--- config.mk ---
export PLATFORM = sky130hd
export DESIGN_NAME = spdif_sched
export DESIGN_NICKNAME = d
export VERILOG_FILES = /design/src/rtl/spdif_pkg.sv /design/src/rtl/spdif_sample_fifo.sv /design/src/rtl/spdif_sched.sv
export SDC_FILE = /design/constraint.sdc
export NUM_CORES = 1
export LEC_CHECK = 0
export BUFFER_PORTS_ARGS = -buffer_cell sky130_fd_sc_hd__buf_2
export CAP_MARGIN = 15
export CORE_AREA = 2 2 143 110
export CTS_CLUSTER_DIAMETER = 40
export DETAILED_ROUTE_END_ITERATION = 8
export DIE_AREA = 0 0 145 112
export GPL_TIMING_DRIVEN = 0
export HOLD_SLACK_MARGIN = 0.08
export PLACE_DENSITY = 0.74
export SETUP_SLACK_MARGIN = 0.05
export SKIP_LAST_GASP = 1
export SLEW_MARGIN = 0
export SYNTH_ARGS = -nofsm -noshare
export SYNTH_HDL_FRONTEND = slang
export SYNTH_SLANG_ARGS = --single-unit
export TNS_END_PERCENT = 30
--- constraint.sdc ---
create_clock -name clk -period 2.35 [get_ports clk]
set_input_delay 0.235 -clock clk [delete_from_list [all_inputs] [get_ports clk]]
set_output_delay 0.235 -clock clk [all_outputs]
set_load 0.02 [all_outputs]
--- src/rtl/spdif_pkg.sv ---
// Shared types and constants for the S/PDIF transmit scheduler.
package spdif_pkg;

    localparam int SPDIF_SUBFRAME_CYCLES = 64;
    localparam int SPDIF_BLOCK_FRAMES    = 192;

    typedef enum logic [1:0] {
        IDLE  = 2'd0,
        LEFT  = 2'd1,
        RIGHT = 2'd2
    } sched_state_t;

    typedef struct packed {
        logic [15:0] l;
        logic [15:0] r;
    } stereo_sample_t;

endpackage

--- src/rtl/spdif_sample_fifo.sv ---
// Small synchronous FIFO of stereo PCM pairs. Pop on empty and push on full
// are ignored; the head entry is always visible on dout.
module spdif_sample_fifo
    import spdif_pkg::*;
#(
    parameter int DEPTH = 4,
    localparam int AW = $clog2(DEPTH),
    localparam int LW = $clog2(DEPTH + 1)
) (
    input  logic           clk,
    input  logic           rst,
    input  logic           push,
    input  stereo_sample_t din,
    input  logic           pop,
    output stereo_sample_t dout,
    output logic [LW-1:0]  level,
    output logic           full,
    output logic           empty
);

    stereo_sample_t mem [DEPTH];
    logic [AW-1:0]  wr_ptr;
    logic [AW-1:0]  rd_ptr;
    logic           do_push;
    logic           do_pop;

    assign full    = (level == LW'(DEPTH));
    assign empty   = (level == '0);
    assign do_push = push && !full;
    assign do_pop  = pop && !empty;
    assign dout    = mem[rd_ptr];

    // Storage array; contents need no reset since level gates visibility.
    always_ff @(posedge clk) begin
        if (do_push) mem[wr_ptr] <= din;
    end

    // Pointers wrap naturally because DEPTH is a power of two.
    always_ff @(posedge clk) begin
        if (rst) begin
            wr_ptr <= '0;
            rd_ptr <= '0;
            level  <= '0;
        end else begin
            if (do_push) wr_ptr <= wr_ptr + 1'b1;
            if (do_pop)  rd_ptr <= rd_ptr + 1'b1;
            case ({do_push, do_pop})
                2'b10:   level <= level + 1'b1;
                2'b01:   level <= level - 1'b1;
                default: level <= level;
            endcase
        end
    end

endmodule

--- src/rtl/spdif_sched.sv ---
// S/PDIF scheduler: buffers PCM pairs and emits alternating left/right words,
// one strobe per subframe slot, tracking block position and underruns.
module spdif_sched
    import spdif_pkg::*;
#(
    parameter int FIFO_DEPTH      = 4,
    parameter int SUBFRAME_CYCLES = SPDIF_SUBFRAME_CYCLES,
    parameter int BLOCK_FRAMES    = SPDIF_BLOCK_FRAMES
) (
    input  logic                                clk,
    input  logic                                rst,
    input  logic                                enable,
    input  logic                                mute,
    input  logic [15:0]                         in_left,
    input  logic [15:0]                         in_right,
    input  logic                                in_valid,
    output logic                                in_ready,
    output logic [15:0]                         tx_data,
    output logic                                tx_valid,
    output logic                                block_start,
    output logic [7:0]                          frame_idx,
    output logic [$clog2(FIFO_DEPTH+1)-1:0]     fifo_level,
    output logic [7:0]                          underrun_cnt,
    input  logic                                underrun_clr,
    output logic                                busy
);

    localparam int SW = $clog2(SUBFRAME_CYCLES);

    sched_state_t   state;
    logic [SW-1:0]  slot;
    logic           slot_last;
    logic [15:0]    hold;
    logic           rst_q;
    logic           fifo_full;
    logic           fifo_empty;
    stereo_sample_t head;
    stereo_sample_t in_pair;
    logic [7:0]     frame_nxt;
    logic [7:0]     left_frame;
    logic           enter_left;
    logic           push;
    logic           pop;
    logic           underrun;

    assign slot_last  = (slot == SW'(SUBFRAME_CYCLES - 1));
    assign frame_nxt  = (frame_idx == 8'(BLOCK_FRAMES - 1)) ? 8'd0 : frame_idx + 8'd1;
    // A new left subframe starts either from IDLE or at the end of RIGHT.
    assign enter_left = !rst && enable && ((state == IDLE) || (state == RIGHT && slot_last));
    assign left_frame = (state == IDLE) ? 8'd0 : frame_nxt;
    assign pop        = enter_left && !fifo_empty;
    assign underrun   = enter_left && fifo_empty;
    // Ready depends on level only, so a same-cycle pop never raises it.
    assign in_ready   = !rst_q && !fifo_full;
    assign push       = in_valid && in_ready;
    assign in_pair    = '{l: in_left, r: in_right};
    assign busy       = (state != IDLE);

    spdif_sample_fifo #(.DEPTH(FIFO_DEPTH)) u_fifo (
        .clk   (clk),
        .rst   (rst),
        .push  (push),
        .din   (in_pair),
        .pop   (pop),
        .dout  (head),
        .level (fifo_level),
        .full  (fifo_full),
        .empty (fifo_empty)
    );

    // Delayed reset keeps in_ready low on the cycle right after reset.
    always_ff @(posedge clk) begin
        rst_q <= rst;
    end

    // Subframe sequencing: strobe and data are registered on entry to slot 0.
    always_ff @(posedge clk) begin
        if (rst) begin
            state       <= IDLE;
            slot        <= '0;
            frame_idx   <= '0;
            hold        <= '0;
            tx_data     <= '0;
            tx_valid    <= 1'b0;
            block_start <= 1'b0;
        end else begin
            tx_valid    <= 1'b0;
            block_start <= 1'b0;
            if (enter_left) begin
                state       <= LEFT;
                slot        <= '0;
                frame_idx   <= left_frame;
                tx_valid    <= 1'b1;
                block_start <= (left_frame == 8'd0);
                tx_data     <= (fifo_empty || mute) ? 16'd0 : head.l;
                hold        <= (fifo_empty || mute) ? 16'd0 : head.r;
            end else begin
                case (state)
                    LEFT: begin
                        if (slot_last) begin
                            state    <= RIGHT;
                            slot     <= '0;
                            tx_valid <= 1'b1;
                            tx_data  <= hold;
                        end else begin
                            slot <= slot + 1'b1;
                        end
                    end
                    RIGHT: begin
                        if (slot_last) begin
                            state     <= IDLE;
                            slot      <= '0;
                            frame_idx <= frame_nxt;
                        end else begin
                            slot <= slot + 1'b1;
                        end
                    end
                    default: slot <= '0;
                endcase
            end
        end
    end

    // Saturating underrun counter; a clear coinciding with an underrun leaves 1.
    always_ff @(posedge clk) begin
        if (rst) begin
            underrun_cnt <= '0;
        end else if (underrun_clr) begin
            underrun_cnt <= underrun ? 8'd1 : 8'd0;
        end else if (underrun && underrun_cnt != 8'hFF) begin
            underrun_cnt <= underrun_cnt + 8'd1;
        end
    end

endmodule

==> results.yml <==
sta:
  final_setup_viols: 1
  worst_slew_pin_slew_ns: 0.9256
  rsz0062_at_grt: "yes"
  hold_viol_final: 0
  fin_setup_tns_ns: -0.05623
  layout_min_cycle_time_ns: 2.406
  clock.fmax_mhz: 415.6
  report.final.slew_viol_count: 0
  post-route-period-util_pct: 102.4
  fin_ws_ns: -0.05623
  finClkSkew_ns: 0.008573
  max_slew_margin_vs_limit_pct: 38.29
critical_path:
  r2r-start: "state[0]"
  reg2reg_setup_slack_ns: -0.06
  path_depth: 11
  path_class: "flip-flop to flip-flop"
  setup.worst_path.end_class: "flip-flop"
  critical_path.endpoint: "u_fifo.level[2]"
  critical-path-top-cell-by-count: "sky130_fd_sc_hd__ha_2"
  crit_required_ns: 2.71
  worstPathCellList: "inv_1 -> ha_2 -> and3_4 -> o21ai_4 -> nor2_2 -> ha_2 -> inv_2 -> fa_2 -> xor2_1 -> or3_1 -> a21oi_2"
  worst-path-buf-inv: 2
  timing.critical_path.slowest_stage_cell: "sky130_fd_sc_hd__or3_1"
  worstPathMaxFanout: 4
  max_stage_delay_ns: 0.39
  cp_data_arrival_time_ns: 2.77
  worst_setup_path_startpoint: "state[0]"
  regToRegEndpoint: "u_fifo.level[2]"
  cpLargestDelayFamily: "adder cells"
  cp_startpoint_kind: "flip-flop"
  worstRegToRegCells: 11
yosys:
  synth_top_cells_by_area: "sky130_fd_sc_hd__edfxtp_1, sky130_fd_sc_hd__dfxtp_1, sky130_fd_sc_hd__mux4_2"
  synth_ff_type: "sky130_fd_sc_hd__edfxtp_1"
  synth-edff-count: 128
  syn-num-nets: 530
  seq_total_area_yosys_pct: 67.70
  synth-warning-count: 0
  synthArstFlopShare_pct: 0
  ys_top_cells_by_count: "sky130_fd_sc_hd__edfxtp_1, sky130_fd_sc_hd__dfxtp_1, sky130_fd_sc_hd__mux4_2"
  synth.top_cell.area_share_pct: 49.99
  synth_area_per_cell_um2: 16.02
  synth_top_cell_by_area: "sky130_fd_sc_hd__edfxtp_1"
  netlist_area_before_placement_um2: 7689
  synth.ff_latch_count: 196
  synthCells: 480
  post-synth-top-count-cell: "sky130_fd_sc_hd__edfxtp_1"
  synthDistinctLibCells: 51
place:
  gp_congestion: 0.8103
  portBuffers: 76
  detailed_place_hpwl_mm: 9.709
cts:
  cts-root-buf: "sky130_fd_sc_hd__clkbuf_16"
  register_clock_pin_slew_on_the_reported_worst_setup_and_hold_paths_ns: 0.07
  clock_tree_from_tritoncts: "yes"
  cts-htree-levels: 4
  clkLatencyLatePin_ns: 0.44
  cts_buffer_count: 17
  cts.path.max_buffers: 2
  numClockSinks: 196
floorplan:
  dieArea_um2: 16240
  die_w_um: 145
  floorplan.io_pins: 77
  floorplan.initialDensity_pct: 51.66
  floorplan.die.height_um: 112
  coreArea_um2: 14880
  floorplan.rows: 39
pwr:
  switchingPower_w: 0.001667
  p_leak_nw: 3.358
  power.clock.fraction_pct: 39.0
  intPower_w: 0.005401
  vdd_ir_drop_max_uv: 639.6
  power.share.combinational_pct: 7.4
  design_power_total_w: 0.007067
  power_switching_share_pct: 23.59
  p_seq_share_pct: 53.6
  p_per_area_nw_per_um2: 760.1
finish:
  final_core_util_pct: 62.47
  post_route_cells_drive_above_1_share_pct: 31.31
  fill_cells: 1087
  insertedDiodeCount: 0
  nNetsFinal: 663
  synthToLayoutAreaGrowth_pct: 20.93
global_routing:
  grt_pass1_wl_mm: 23.87
  grt-ovfl-total: 0
  grt_antenna_before_repair: 0
  grt_util_all_layers_pct: 19.57
  first_global_vias: 4444
  grt_start_max_net_pins: 33
route:
  wl_mm: 15.34
  wl_per_cell_um: 18.46
  num_vias: 4487
  drt_first_iter_violations: 250
  detail_route.drc_violations: 0
  drt-vias-per-instance: 5.400
  final_antenna_net_count: 0
  drt_pre_antenna_iters: 6
run_status:
  failed_checks: "negative setup slack"
  status: "complete, but fails checks"
min_path:
  min_path_type: "primary input to flip-flop"
run:
  cap_viol_max_count: 0
-- registers in the layout, summed over array words and instances (netlist names), 2 cells and up, named ones only --
register and count:
u_fifo.mem 128, hold 16, tx_data 16, frame_idx 8, underrun_cnt 8, slot 6
u_fifo.level 3, state 2, u_fifo.rd_ptr 2, u_fifo.wr_ptr 2
-- per-stage QoR --
step                instances  hold WS, ns  setup slack (ns)  cell area, um2
CTS                       831      0.09894          -0.07497            9289
finish                    831       0.1126          -0.05623            9298
floorplan                 480       0.2627           -0.1321            7691
global route              831       0.1062           -0.1419            9298
global placement          761       0.3581           -0.3926            8328
detailed placement        761       0.3543           -0.3364            8330
-- repair_timing --
item | in CTS | in global routing
setup endpoints to repair | 2 | 141
pin swaps | 4 | 8
hold endpoints to repair | 129 | 0
resized for setup | 9 | 7
hold buffers | 33 | 0
setup buffers | 5 | 2
-- tightest hold or removal path, stage by stage --
cell and delay (ns):
sky130_fd_sc_hd__buf_2 0.12, sky130_fd_sc_hd__nand3_1 0.06, sky130_fd_sc_hd__a31oi_1 0.07
-- layout make-up --
class / count / area, um2 / share of cell area [%]
clock buffers: 18 / 429.2 / 4.616
clock inverters: 14 / 130.1 / 1.400
repair buffers: 116 / 763.2 / 8.209
well taps: 205 / 256.5 / 2.759
flip-flops and latches: 196 / 5207 / 56.01
multi-input cells: 246 / 2342 / 25.19
plain buffers: 22 / 116.4 / 1.252
inverters: 14 / 52.55 / 0.5652
-- cell usage in the layout (no fill, tap or decap), types with 5 or more instances in the layout --
cell type                       count
sky130_fd_sc_hd__nand4_1            5
sky130_fd_sc_hd__ha_1               8
sky130_fd_sc_hd__xnor2_1            8
sky130_fd_sc_hd__a22o_2            11
sky130_fd_sc_hd__edfxtp_1         128
sky130_fd_sc_hd__o21ai_0            5
sky130_fd_sc_hd__nand3_1           17
sky130_fd_sc_hd__a21oi_1           13
sky130_fd_sc_hd__mux2i_1           19
sky130_fd_sc_hd__a22o_1             5
sky130_fd_sc_hd__dlygate4sd3_1     33
sky130_fd_sc_hd__inv_6              7
sky130_fd_sc_hd__nor2_1            27
sky130_fd_sc_hd__mux4_2            32
sky130_fd_sc_hd__buf_4              8
sky130_fd_sc_hd__clkbuf_16         17
sky130_fd_sc_hd__and2_1             5
sky130_fd_sc_hd__o2bb2ai_1         16
sky130_fd_sc_hd__dfxtp_1           66
sky130_fd_sc_hd__inv_1             13
sky130_fd_sc_hd__buf_2             81
sky130_fd_sc_hd__xor2_1             9
sky130_fd_sc_hd__nand2_1           10
sky130_fd_sc_hd__clkbuf_1          11
-- how the worst min path moves through the flow --
stage                      start              end  slack (ns)  cells after the start
finish              underrun_clr  underrun_cnt[0]        0.11                      3
global route        underrun_clr  underrun_cnt[0]        0.11                      3
CTS                 underrun_clr  underrun_cnt[0]         0.1                      3
detailed placement           rst            rst_q        0.35                      1
global placement             rst            rst_q        0.36                      1
floorplan                    rst            rst_q        0.26                      0
-- metal layers --
metal | GRT usage, % | routed length, um
met4 | 5.743 | 114
met1 | 27.00 | 6994
met3 | 5.410 | 949
met2 | 30.83 | 7284
met5 | 0 | 0
-- cell families after synthesis --
kind of cell / after synthesis / synth area share (%)
flops: 196 / 67.70
simple gates: 102 / 7.388
compound gates: 64 / 6.607
mux: 51 / 11.85
buf+inv: 38 / 2.474
xor+xnor: 17 / 1.937
fa+ha+maj: 12 / 2.050
-- power groups by stage --
stage          Sequential [W]  Clock [W]  Combinational (W)
3_3_place_gp          0.00386          0           0.000457
3_5_place_dp          0.00386          0           0.000472
6_report              0.00379    0.00276           0.000525
5_1_grt               0.00379    0.00294           0.000570
2_1_floorplan         0.00387          0           0.000293
4_1_cts               0.00379    0.00280           0.000524
No activity file was read; power rests on OpenSTA's default activity.
